`src/rtl/equiv_compare_monitor_if.sv`:
```
// Stimulus/compare bus between the post-route harness and the equivalence monitor.
// A vector is accepted on a rising edge where vec_valid and vec_ready are both high.
// vec_valid may stay high while vec_ready is low, and is ignored then. The harness keeps
// golden_out/netlist_out showing that vector's results until the compare edge.
interface equiv_compare_monitor_if #(
    parameter int WIDTH = 32
);
    logic             vec_valid;
    logic             vec_ready;
    logic [WIDTH-1:0] golden_out;
    logic [WIDTH-1:0] netlist_out;

    modport master (
        output vec_valid,
        output golden_out,
        output netlist_out,
        input  vec_ready
    );

    modport slave (
        input  vec_valid,
        input  golden_out,
        input  netlist_out,
        output vec_ready
    );
endinterface

```
`src/rtl/equiv_compare_monitor.sv`:
```
// Output-equivalence checker: paces vectors, waits SETTLE cycles after each one, then
// compares the golden and netlist buses, counts mismatches and keeps the first failure.
module equiv_compare_monitor #(
    parameter int WIDTH       = 32,
    parameter int NUM_VECTORS = 1000,
    parameter int SETTLE      = 2,
    parameter int CNT_W       = 16
) (
    input  logic                   clk,
    input  logic                   rst,
    input  logic                   start,
    equiv_compare_monitor_if.slave bus,
    output logic                   busy,
    output logic                   done,
    output logic                   pass,
    output logic [CNT_W-1:0]       vec_cnt,
    output logic [CNT_W-1:0]       mismatch_cnt,
    output logic                   first_valid,
    output logic [CNT_W-1:0]       first_idx,
    output logic [WIDTH-1:0]       first_golden,
    output logic [WIDTH-1:0]       first_netlist,
    output logic [1:0]             dbg_state_o
);
    localparam int SET_W = (SETTLE > 1) ? $clog2(SETTLE) : 1;

    typedef enum logic [1:0] {
        S_IDLE   = 2'd0,
        S_ARM    = 2'd1,
        S_SETTLE = 2'd2,
        S_DONE   = 2'd3
    } state_t;

    state_t           state_q;
    logic [SET_W-1:0] settle_q;
    logic             ready_q;
    logic             busy_q;
    logic             done_q;
    logic             pass_q;
    logic             first_valid_q;
    logic [CNT_W-1:0] vec_cnt_q;
    logic [CNT_W-1:0] mm_cnt_q;
    logic [CNT_W-1:0] first_idx_q;
    logic [WIDTH-1:0] first_golden_q;
    logic [WIDTH-1:0] first_netlist_q;

    logic             mismatch;
    logic             last_vec;
    logic [CNT_W-1:0] vec_cnt_d;
    logic [CNT_W-1:0] mm_cnt_d;

    always_comb begin
        mismatch  = (bus.golden_out != bus.netlist_out);
        vec_cnt_d = vec_cnt_q + CNT_W'(1);
        mm_cnt_d  = mm_cnt_q;
        // Saturate rather than wrap so a long bad run never reads back as clean.
        if (mismatch && (mm_cnt_q != {CNT_W{1'b1}})) begin
            mm_cnt_d = mm_cnt_q + CNT_W'(1);
        end
        last_vec  = (vec_cnt_d == CNT_W'(NUM_VECTORS));
    end

    always_ff @(posedge clk or negedge rst) begin
        if (!rst) begin
            state_q         <= S_IDLE;
            settle_q        <= '0;
            ready_q         <= 1'b0;
            busy_q          <= 1'b0;
            done_q          <= 1'b0;
            pass_q          <= 1'b0;
            first_valid_q   <= 1'b0;
            vec_cnt_q       <= '0;
            mm_cnt_q        <= '0;
            first_idx_q     <= '0;
            first_golden_q  <= '0;
            first_netlist_q <= '0;
        end else begin
            case (state_q)
                S_IDLE, S_DONE: begin
                    if (start) begin
                        state_q         <= S_ARM;
                        ready_q         <= 1'b1;
                        busy_q          <= 1'b1;
                        done_q          <= 1'b0;
                        pass_q          <= 1'b0;
                        first_valid_q   <= 1'b0;
                        vec_cnt_q       <= '0;
                        mm_cnt_q        <= '0;
                        first_idx_q     <= '0;
                        first_golden_q  <= '0;
                        first_netlist_q <= '0;
                    end
                end
                S_ARM: begin
                    if (bus.vec_valid) begin
                        state_q  <= S_SETTLE;
                        ready_q  <= 1'b0;
                        settle_q <= SET_W'(SETTLE - 1);
                    end
                end
                S_SETTLE: begin
                    if (settle_q == '0) begin
                        vec_cnt_q <= vec_cnt_d;
                        mm_cnt_q  <= mm_cnt_d;
                        if (mismatch && !first_valid_q) begin
                            first_valid_q   <= 1'b1;
                            first_idx_q     <= vec_cnt_q;
                            first_golden_q  <= bus.golden_out;
                            first_netlist_q <= bus.netlist_out;
                        end
                        if (last_vec) begin
                            state_q <= S_DONE;
                            busy_q  <= 1'b0;
                            done_q  <= 1'b1;
                            pass_q  <= (mm_cnt_d == '0);
                        end else begin
                            state_q <= S_ARM;
                            ready_q <= 1'b1;
                        end
                    end else begin
                        settle_q <= settle_q - SET_W'(1);
                    end
                end
                default: begin
                    state_q <= S_IDLE;
                    ready_q <= 1'b0;
                    busy_q  <= 1'b0;
                end
            endcase
        end
    end

    assign bus.vec_ready   = ready_q;
    assign busy            = busy_q;
    assign done            = done_q;
    assign pass            = pass_q;
    assign vec_cnt         = vec_cnt_q;
    assign mismatch_cnt    = mm_cnt_q;
    assign first_valid     = first_valid_q;
    assign first_idx       = first_idx_q;
    assign first_golden    = first_golden_q;
    assign first_netlist   = first_netlist_q;
    assign dbg_state_o     = state_q;
endmodule
```
`src/flat_wrapper.sv`:
```
// flat-port wrapper written by rule: the top's interface ports become plain ports
module equiv_compare_monitor_flat 
#(
    parameter int WIDTH       = 32,
    parameter int NUM_VECTORS = 1000,
    parameter int SETTLE      = 2,
    parameter int CNT_W       = 16
)
  (clk, rst, start, busy, done, pass, vec_cnt, mismatch_cnt, first_valid, first_idx, first_golden, first_netlist, dbg_state_o, bus_vec_valid, bus_golden_out, bus_netlist_out, bus_vec_ready);
  equiv_compare_monitor_if #(.WIDTH(WIDTH)) bus_i ();
  input  logic clk;
  input  logic rst;
  input  logic start;
  output logic busy;
  output logic done;
  output logic pass;
  output logic [CNT_W-1:0] vec_cnt;
  output logic [CNT_W-1:0] mismatch_cnt;
  output logic first_valid;
  output logic [CNT_W-1:0] first_idx;
  output logic [WIDTH-1:0] first_golden;
  output logic [WIDTH-1:0] first_netlist;
  output logic [1:0] dbg_state_o;
  input wire logic [$bits(bus_i.vec_valid)-1:0] bus_vec_valid;
  input wire logic [$bits(bus_i.golden_out)-1:0] bus_golden_out;
  input wire logic [$bits(bus_i.netlist_out)-1:0] bus_netlist_out;
  output wire logic [$bits(bus_i.vec_ready)-1:0] bus_vec_ready;
  assign bus_i.vec_valid = bus_vec_valid;
  assign bus_i.golden_out = bus_golden_out;
  assign bus_i.netlist_out = bus_netlist_out;
  assign bus_vec_ready = bus_i.vec_ready;
  equiv_compare_monitor #(.WIDTH(WIDTH), .NUM_VECTORS(NUM_VECTORS), .SETTLE(SETTLE), .CNT_W(CNT_W)) u_core (.clk(clk), .rst(rst), .start(start), .bus(bus_i), .busy(busy), .done(done), .pass(pass), .vec_cnt(vec_cnt), .mismatch_cnt(mismatch_cnt), .first_valid(first_valid), .first_idx(first_idx), .first_golden(first_golden), .first_netlist(first_netlist), .dbg_state_o(dbg_state_o));
endmodule
```
`config.mk`:
```
export PLATFORM = sky130hd
export DESIGN_NAME = equiv_compare_monitor_flat
export DESIGN_NICKNAME = d
export VERILOG_FILES = /design/src/rtl/equiv_compare_monitor_if.sv /design/src/rtl/equiv_compare_monitor.sv /design/src/flat_wrapper.sv
export SDC_FILE = /design/constraint.sdc
export NUM_CORES = 1
export LEC_CHECK = 0
export BUFFER_PORTS_ARGS = -buffer_cell sky130_fd_sc_hd__buf_2
export CORE_MARGIN = 8
export CORE_UTILIZATION = 55
export CTS_CLUSTER_SIZE = 40
export DETAILED_ROUTE_END_ITERATION = 16
export GPL_ROUTABILITY_DRIVEN = 0
export PLACE_DENSITY = 0.85
export REMOVE_ABC_BUFFERS = 1
export SETUP_SLACK_MARGIN = 0.05
export SLEW_MARGIN = 15
export SYNTH_ARGS = -nofsm -noshare
export SYNTH_HDL_FRONTEND = slang
export SYNTH_SLANG_ARGS = --single-unit
```
`constraint.sdc`:
```
create_clock -name clk -period 5.3 [get_ports clk]
set_input_delay 0.53 -clock clk [delete_from_list [all_inputs] [get_ports clk]]
set_output_delay 0.53 -clock clk [all_outputs]
set_load 0.02 [all_outputs]
```
Word level (Yosys, flattened, before mapping):

Index checks and enable logic that the tools add are counted.

* logic and storage cells: 83
* output and inout port bits: 119
* flip-flop bits (word level): 120

* multiplexer cells: 42
* eq/ne operators: 12
* reduce and logical (&&, ||, !) cells: 14
* $add $sub $neg: 3

Operators with widths (number)
* two-way mux 32 bit: 5
* one-hot mux 32 bit (2 select lines): 2
* two-way mux 16 bit: 6
* one-hot mux 16 bit (2 select lines): 3
* adder 16 x 1 -> 16 bit, second input constant: 2
* != test 32 bit: 1
* == test 16 x 10 -> 1 bit, second input constant: 1
* zero test 16 bit: 1
* != test 16 bit, second input constant: 1
* two-way mux 1 bit: 15
* AND reduction 4 bit: 3
* one-hot mux 1 bit (2 select lines): 5
* two-way mux 2 bit: 4
* != test 2 bit, second input constant: 4
* one-hot mux 2 bit (3 select lines): 1
* AND reduction 3 bit: 2
* == test 2 bit, second input constant: 2
* != test 2 x 1 -> 1 bit, second input constant: 2
* nonzero test 2 bit: 2
* one-hot mux 1 bit (3 select lines): 1
* == test 2 x 1 -> 1 bit, second input constant: 1
* logical AND 1 bit: 2
* zero test 2 bit: 1
* AND reduction 2 bit: 1
* other kinds (3): 3

Longest topological paths before layout:

Gate-level depths: netlist of run 1.

* word-level depth: 7
* mapped depth: 10
* depth with buffers taken out: 9

Least setup slack after synthesis of run 1:

Ideal clock, no wire load.

* kind: reg-to-reg
* from: register u_core.vec_cnt_q[0] (netlist: u_core.vec_cnt[0])
* to: register u_core.ready_q (netlist: u_core.bus.vec_ready)
* library setup time: 0.128 ns
* path buffers: 0
* arrival: 2.360 ns
* setup slack: 2.812 ns
* stages on the path, launching flop included: 9
* cells stage by stage: dfrtp_1 > ha_1 > nand3_2 > nor4_4 > and3_4 > nand3_4 > a2111oi_4 > a21oi_1 > mux2_1

* cells in the longest elaborated chain, start to end: 4

Ends and longest elaborated chain
* start, declared: line equiv_compare_monitor.sv:40 `logic [CNT_W-1:0] vec_cnt_q;`
* start signal, assigned: line equiv_compare_monitor.sv:102 `vec_cnt_q <= vec_cnt_d;`
* adder 16 x 1 -> 16 bit: line equiv_compare_monitor.sv:53 `vec_cnt_d = vec_cnt_q + CNT_W'(1);`
* == test 16 x 10 -> 1 bit: line equiv_compare_monitor.sv:59 `last_vec = (vec_cnt_d == CNT_W'(NUM_VECTORS));`
* != test 2 bit (no source line)
* AND reduction 4 bit (no source line)
* end signal, assigned: line equiv_compare_monitor.sv:66 `ready_q <= 1'b0;`
* end signal, assigned: line equiv_compare_monitor.sv:81 `ready_q <= 1'b1;`
* end signal, assigned: line equiv_compare_monitor.sv:96 `ready_q <= 1'b0;`
* end, declared: line equiv_compare_monitor.sv:35 `logic ready_q;`

Every way passes these cells.
A chain may end at the register's enable or synchronous reset.

Final worst setup path of run 1:

* from: register u_core.state_q[0] (netlist: u_core.dbg_state_o[0])
* to: register u_core.first_golden_q[10] (netlist: u_core.first_golden[10])

* cells in the longest elaborated chain, start to end: 4
* elaborated cells on any way between the ends: 10

Ends and longest elaborated chain
* start, declared: line equiv_compare_monitor.sv:33 `state_t state_q;`
* start signal, assigned: line equiv_compare_monitor.sv:64 `state_q <= S_IDLE;`
* start signal, assigned: line equiv_compare_monitor.sv:80 `state_q <= S_ARM;`
* start signal, assigned: line equiv_compare_monitor.sv:95 `state_q <= S_SETTLE;`
* == test 2 bit / zero test 2 bit (equally long branches): line equiv_compare_monitor.sv:77 `case (state_q)`
* OR reduction 2 bit: line equiv_compare_monitor.sv:77
* != test 2 bit (no source line) / nonzero test 2 bit (equally long branches)
* AND reduction 4 bit (no source line)
* end signal, assigned: line equiv_compare_monitor.sv:107 `first_golden_q <= bus.golden_out;`
* end, declared: line equiv_compare_monitor.sv:43 `logic [WIDTH-1:0] first_golden_q;`

Several ways; a longest one is shown, not always the timed one.

==> impl_metrics.ini, run 1 <==
[cells_and_area]
final_cell_mix = 185 x buf_2, 120 x dfrtp_1, 83 x a22o_1
finalNetCount = 783
layoutNonFillerInstCount = 858
multi_input_area_sq_um = 2660
design_area_sq_um = 7420
syn_to_final_growth_pct = 26.2
ff_latch_area_sq_um = 3000
fillerInstances = 744
n_antenna_cell = 0
mostFrequentLayoutCell = buf_2
drive_gt1_frac = 0.335

[pwr]
p_leak_uw = 0.00373
p_per_area_nw_per_um2 = 394
ir_worst_vdd_mv = 0.242
power.total_uw = 2920

[synthesis]
syn_inst = 540
synth_warnings = 0
synth_top_area_frac = 0.511
synthArstFlopShare = 1.00
netlist_area_sq_um = 5880
avgSynthCellArea_sq_um = 10.9
synth_flop_cell = dfrtp_1
synth-seq-cells = 120
synth_edf_count = 0
synthTopCellsByArea = dfrtp_1 51%, a22o_1 12%, xnor2_1 5.4%
synth_cell_types = 59
ys_seq_area_frac = 0.511
synth_top_area_cell = dfrtp_1

[floorplan]
core_area_sq_um = 10400
die_y_microns = 119
die-area_sq_um = 14200
io-pin-count = 187
die_w_microns = 119
rows = 37
start_util = 0.567

[drt]
ant_nets = 0
highest_layer = met4
wl_met3_microns = 1680
drtIter0Drc = 658
wl_per_cell_microns = 21.5
vias = 5420
route.detailed.drc = 0
dr.pass1.iters = 5
vias_per_cell = 6.32
wl_microns = 18500
met2RoutedLength_microns = 8990
met1_length_microns = 7320

[clock_tree]
clock-sinks = 120
htree_levels = 4
cts_root_buffer = clkbuf_8
cts-resized-gates = 0
worstSkewPairLatency_ps = 510
clkTransAtPathRegs_ps = 60
cts_tree = yes
cts_buffers = 17
cts_setup_buffers = 0
clockBufferDepth = 2
ctsHoldBuffers = 0

[critical_path]
timing.rr.start = u_core.dbg_state_o[0]
rrSetupSlack_ps = 1850
crit_fanout = 69
r2r_end = u_core.first_golden[10]
start_kind = flip-flop
startpoint = u_core.dbg_state_o[0]
cp_data_arrival_time_ps = 3890
critical_path_class = flip-flop to flip-flop
required_ps = 5740
cp-end-kind = flip-flop
r2r.worst_path.cells = 8
crit_end = u_core.first_golden[10]

[run]
drv_cap = 0

[global_route]
grt_pass1_vias = 5419
grt_max_degree = 72
grtUsageTotal = 0.257
grt_antenna_before_repair = 0
overflow = 0
grt_first_pass_wirelength_microns = 29500

[timing]
rsz0062_at_grt = false
tightest_slew_ps = 965
finalClockSkew_ps = 9.96
fmax_mhz = 290
hold_violations = 0
period_needed_ps = 3450
final.setup.tns_ps = 0
slew_headroom = 0.357
final_max_slew_viol_count = 0
period_share = 0.650
setup_slack_ps = 1850
setup_viol = 0

[worst_hold_path]
timing.hold.worst.class = input port to async pin

[outcome]
run_status = finished clean

[placed_design]
dpl_cell_area_sq_um = 6840
post-place-cells = 826
dp_hpwl_microns = 12900
place_ws_ps = 1650
port_buffers = 186
## Yosys cell counts, types with 5 or more instances
master    count
dfrtp_1     120
a22o_1       83
o21ai_0      49
nand2_1      37
xnor2_1      36
clkbuf_1     21
nand4_1      19
a21oi_1      16
buf_2        16
nor2_1       15
nand3_1      14
o31ai_1      10
nor3_1        9
inv_1         7
xor2_1        7
ha_1          6
a31oi_1       5
and4_1        5
## report_power, final
part           switching, uW  leakage, uW  internal [uW]
Sequential              66.9      0.00166            991
Combinational            553      0.00179            206
Clock                    419     0.000282            683
## worst min path at each step
| stage | start | to | slack, ps | cells past startpoint |
|---|---|---|---|---|
| 2_1_floorplan | rst | u_core.bus.vec_ready | 230 | 0 |
| 3_3_place_gp | u_core.done | u_core.done | 460 | 1 |
| 3_5_place_dp | u_core.done | u_core.done | 480 | 1 |
| 4_1_cts | rst | u_core.mismatch_cnt[9] | 160 | 1 |
| 5_1_grt | rst | u_core.mismatch_cnt[10] | 210 | 1 |
| 6_report | rst | u_core.mismatch_cnt[9] | 150 | 1 |
## per-layer routing
layer  GRT usage  up-vias
li1            -     2385
met1       0.314     2665
met2       0.416      326
met3      0.0803       44
met4       0.104        0
met5           0        -
## registers in the layout, indices dropped and copies added, names as in the netlist
name and cells:
u_core.bus.vec_ready 1, u_core.settle_q 1, u_core.mismatch_cnt 16, u_core.dbg_state_o 2
u_core.vec_cnt 16, u_core.done 1, u_core.first_valid 1, u_core.first_netlist 32
u_core.pass 1, u_core.first_golden 32, u_core.busy 1, u_core.first_idx 16
## final cells by class
| class | instances | area share |
|---|---|---|
| sequential | 120 | 0.405 |
| multi-input combinational | 371 | 0.359 |
| timing repair buffer | 192 | 0.132 |
| clock buffer | 18 | 0.0577 |
| tap | 136 | 0.0229 |
| clock inverter | 14 | 0.0199 |
| inverter | 7 | 0.00354 |
## cell families (layout without fill, tap and decap cells)
logic type / Yosys count / in the layout / share of synthesized area
compound gates: 186 / 186 / 0.232
simple gates: 132 / 132 / 0.134
xor+xnor: 43 / 43 / 0.0641
flops: 120 / 120 / 0.511
buf+inv: 49 / 231 / 0.0385
fa+ha+maj: 6 / 6 / 0.0128
mux: 4 / 4 / 0.00724
## worst max-delay path: stages, from the launching register on
cell	delay (ps)
dfrtp_1	440
inv_1	80
ha_1	310
inv_1	170
or3_1	390
buf_4	250
nor3_2	720
buf_4	710
a22o_1	270
## stage by stage
stage,util,hold WS (ps)
floorplan,-,234
global placement,0.660,463
detailed placement,0.660,480
CTS,0.715,164
global route,0.715,212
finish,0.715,146
No activity file was read; power rests on OpenSTA's default activity.
==> run 2, diff against run 1 <==
- CORE_UTILIZATION: 55 -> 51
- PLACE_DENSITY: 0.85 -> 0.8
- clock period: 5.3 -> 3.51 ns (I/O delays scaled with it)
==> impl_metrics.ini, run 2 (synthesis results as in run 1) <==
[cells_and_area]
final_cell_mix = 185 x buf_2, 120 x dfrtp_1, 83 x a22o_1
design_area_sq_um = 7440
final_util = 0.657
n_antenna_cell = 0
finalNetCount = 784
syn_to_final_growth_pct = 26.7
drive_gt1_frac = 0.331
mostFrequentLayoutCell = buf_2

[clock_tree]
cts_tree = yes
cts-resized-gates = 0
worstSkewPairLatency_ps = 410
htree_levels = 4
clock-sinks = 120
cts_root_buffer = clkbuf_16
ctsHoldBuffers = 0
clockBufferDepth = 2
cts_buffers = 17
cts_setup_buffers = 0
clkTransAtPathRegs_ps = 50

[timing]
fmax_mhz = 341
finalClockSkew_ps = 6.15
setup_viol = 0
slew_headroom = 0.349
tightest_slew_ps = 977
period_needed_ps = 2930
period_share = 0.835
rsz0062_at_grt = false
final_max_slew_viol_count = 0
setup_slack_ps = 581
hold_violations = 10
worst_hold_slack_ps = -24.5

[drt]
ant_nets = 0
drtIter0Drc = 560
route.detailed.drc = 0
dr.pass1.iters = 7
wl_microns = 16900
wl_per_cell_microns = 19.6
vias_per_cell = 6.03
vias = 5217

[outcome]
run_status = finished with violations
violations = negative hold slack

[run]
drv_cap = 0

[global_route]
overflow = 0
grt_first_pass_wirelength_microns = 26500
grtUsageTotal = 0.222
grt_max_degree = 82
grt_antenna_before_repair = 0
grt_pass1_vias = 5006

[pwr]
power.total_uw = 4400
p_leak_uw = 0.00374
ir_worst_vdd_mv = 0.579
p_per_area_nw_per_um2 = 590

[floorplan]
io-pin-count = 187
rows = 39
die_y_microns = 123
start_util = 0.519
die-area_sq_um = 15200
die_w_microns = 123
core_area_sq_um = 11300

[critical_path]
critical_path_class = flip-flop to flip-flop
start_kind = flip-flop
crit_fanout = 12
cp-end-kind = flip-flop
timing.rr.start = u_core.mismatch_cnt[0]
cp_data_arrival_time_ps = 3280
required_ps = 3860
startpoint = u_core.mismatch_cnt[0]
r2r.worst_path.cells = 9

[placed_design]
dpl_cell_area_sq_um = 6870
place_ws_ps = 677
dp_hpwl_microns = 12000
port_buffers = 186

[worst_hold_path]
timing.hold.worst.class = input port to async pin
run 2: cell types whose count changed in the layout (fill, tap and decap cells not counted), sizes merged:
| cell | change |
|---|---|
| inv | -3 |
| buf | +1 |
| clkbuf | +5 |
| clkinv | -2 |
| clkinvlp | -1 |
run 2: cell type report:
cell class	count	area, sq um
Clock buffer	23	478
Multi-Input combinational cell	371	2660
Clock inverter	8	96.3
Sequential cell	120	3000
Fill cell	878	3880
Inverter	7	26.3
Timing Repair Buffer	193	998
Tap cell	143	179
run 2: worst max-delay path, cell delays in order (launching register included):
cell and delay (ps):
dfrtp_1 460, ha_1 300, and3_2 280, nand4_2 170
nor3_1 90, a21oi_1 660, nand4b_1 190, a22o_1 260
nor4_2 280, a32o_1 190
run 2: layer usage:
metal | global-route usage | vias up | part of all wire
li1 | - | 2380 | -
met1 | 0.291 | 2570 | 0.42
met2 | 0.345 | 247 | 0.47
met3 | 0.0635 | 20 | 0.10
met4 | 0.0790 | 0 | 0.014
met5 | 0 | - | 0
run 2: through the flow:
| stage | cells | TNS (ps) |
|---|---|---|
| floorplan | 498 | -227160 |
| global placement | 834 | 0 |
| detailed placement | 834 | 0 |
| CTS | 865 | 0 |
| global route | 865 | 0 |
| finish | 865 | 0 |
run 2: path summary, 6_finish.rpt:
kind                                       endpoint  slack (ps)
setup / recovery                        u_core.pass         580
hold / removal               u_core.mismatch_cnt[0]         -20
setup reg to reg                        u_core.pass         580
hold reg to reg                         u_core.done         490
max in group asynchronous  u_core.first_netlist[25]        2600
min in group clk            u_core.first_netlist[0]         190
run 2: report_power, final:
group	switching, uW	total (uW)	internal [uW]
logic	808	1130	326
clock network	584	1680	1090
registers	88.6	1590	1500
total	1480	4400	2910
==> run 3, diff against run 2 <==
- clock period: 3.51 -> 2.91 ns (I/O delays scaled with it)
==> impl_metrics.ini, run 3 (synthesis results as in run 1) <==
[outcome]
run_status = finished clean

[critical_path]
cp_cell_sequence = ha_1 -> and3_2 -> nand4_2 -> nor3_1 -> a21oi_2 -> a211oi_1 -> o22ai_1 -> nor4_2 -> a32o_1
critical_path_class = flip-flop to flip-flop
path_buf_inv = 0
required_ps = 3250
r2r.worst_path.cells = 9
start_kind = flip-flop
cp_top_family = simple AND/OR/NAND/NOR gates
cpPeakStageDelay_ps = 470
crit_fanout = 9
cp_slowest_cell = dfrtp_1
timing.rr.start = u_core.mismatch_cnt[0]
rrSetupSlack_ps = 320
r2r_end = u_core.pass
cp_data_arrival_time_ps = 2930
cp-end-kind = flip-flop

[timing]
period_share = 0.888
hold_violations = 0
fmax_mhz = 387
final_max_slew_viol_count = 0
slew_headroom = 0.334
setup_slack_ps = 325
finalClockSkew_ps = 4.56
tightest_slew_ps = 999
rsz0062_at_grt = false
final.setup.tns_ps = 0
worst_hold_slack_ps = 131
setup_viol = 0
period_needed_ps = 2590

[global_route]
grtUsageTotal = 0.232
overflow = 0
grt_antenna_before_repair = 0
grt_max_degree = 70
grt_pass1_vias = 5173
grt_first_pass_wirelength_microns = 27700

[pwr]
p_int_uw = 3830
p_leak_uw = 0.00383
seq_power_share = 0.334
p_comb_frac = 0.257
ir_worst_vdd_mv = 0.762
p_per_area_nw_per_um2 = 748
swShare = 0.328
p_sw_uw = 1870
p_clk_frac = 0.409

[drt]
highest_layer = met4
ant_nets = 0
route.detailed.drc = 0
dr.pass1.iters = 6
vias = 5287
wl_met3_microns = 1740
met1_length_microns = 7190
met2RoutedLength_microns = 8480
wl_per_cell_microns = 20.1
wl_microns = 17600
drtIter0Drc = 644
vias_per_cell = 6.04

[clock_tree]
htree_levels = 4
cts_root_buffer = clkbuf_16
clock-sinks = 120
worstSkewPairLatency_ps = 400
cts_buffers = 17
cts_setup_buffers = 0
clkTransAtPathRegs_ps = 50
clockBufferDepth = 2
cts_tree = yes

[floorplan]
die_w_microns = 123
io-pin-count = 187
die-area_sq_um = 15200
die_y_microns = 123
rows = 39
start_util = 0.519
core_area_sq_um = 11300

[cells_and_area]
drive_gt1_frac = 0.345
n_antenna_cell = 0
finalNetCount = 794
syn_to_final_growth_pct = 29.8
mostFrequentLayoutCell = buf_2
final_cell_mix = 185 x buf_2, 119 x dfrtp_1, 83 x a22o_1

[placed_design]
dp_hpwl_microns = 12200
port_buffers = 186
place_ws_ps = 289

[run]
drv_cap = 0

[worst_hold_path]
holdPathEnd = u_core.first_netlist[8]
timing.hold.worst.class = input port to flip-flop
worstHoldStart = bus_netlist_out[8]
min_path_cells = 2
-- run 3: cell count changes in the layout (fill, tap and decap cells not counted), moves of 2 or more --
cell	change
buf_4	+8
bufinv_16	+3
clkinv_2	-2
clkbuf_1	-2
-- run 3: final cells by class --
class / count / area, sq um
fill: 854 / 3690
multi-input combinational: 371 / 2670
timing repair buffer: 203 / 1090
inverter: 7 / 26.3
sequential: 120 / 3000
tap: 143 / 179
clock buffer: 21 / 470
clock inverter: 11 / 193
-- run 3: worst max-delay path by stage --
stage	to	start	cells after the start	slack, ps
2_1_floorplan	u_core.first_golden[0]	u_core.dbg_state_o[0]	6	-3410
3_3_place_gp	u_core.first_golden[22]	bus_netlist_out[11]	11	330
3_5_place_dp	u_core.pass	u_core.mismatch_cnt[0]	9	290
4_1_cts	u_core.pass	u_core.mismatch_cnt[0]	9	230
5_1_grt	u_core.dbg_state_o[1]	u_core.vec_cnt[4]	9	120
6_report	u_core.pass	u_core.mismatch_cnt[0]	9	320
-- run 3: power groups by stage --
| stage | combinational [uW] | clock [uW] | sequential (uW) |
|---|---|---|---|
| floorplan | 630 | 0 | 2090 |
| global placement | 1410 | 0 | 1920 |
| detailed placement | 1440 | 0 | 1930 |
| CTS | 1460 | 2360 | 1900 |
| global route | 1580 | 2440 | 1920 |
| finish | 1460 | 2330 | 1910 |
-- run 3: metrics by stage --
stage	instance area, sq um	util	power, uW	std cells
2_1_floorplan	5680	-	2720	498
3_5_place_dp	6950	0.614	3370	843
5_1_grt	7630	0.674	5950	876
6_report	7630	0.674	5700	876
3_3_place_gp	6950	0.614	3330	843
4_1_cts	7620	0.673	5720	876
-- run 3: per-layer routing --
metal	track usage	vias to the layer above
met3	0.0635	18
li1	-	2402
met5	0	-
met2	0.375	277
met4	0.0813	0
met1	0.293	2590
-- run 3: worst register-to-register path, cell delays in order (launching register included) --
cell	delay [ps]
dfrtp_1	470
ha_1	290
and3_2	270
nand4_2	190
nor3_1	340
a21oi_2	140
a211oi_1	260
o22ai_1	130
nor4_2	240
a32o_1	190
-- run 3: timing repair --
action | in CTS | in global routing
hold endpoints to repair | 42 | 0
hold buffers | 1 | 0
setup endpoints to repair | 0 | 2
resized for setup | 0 | 2
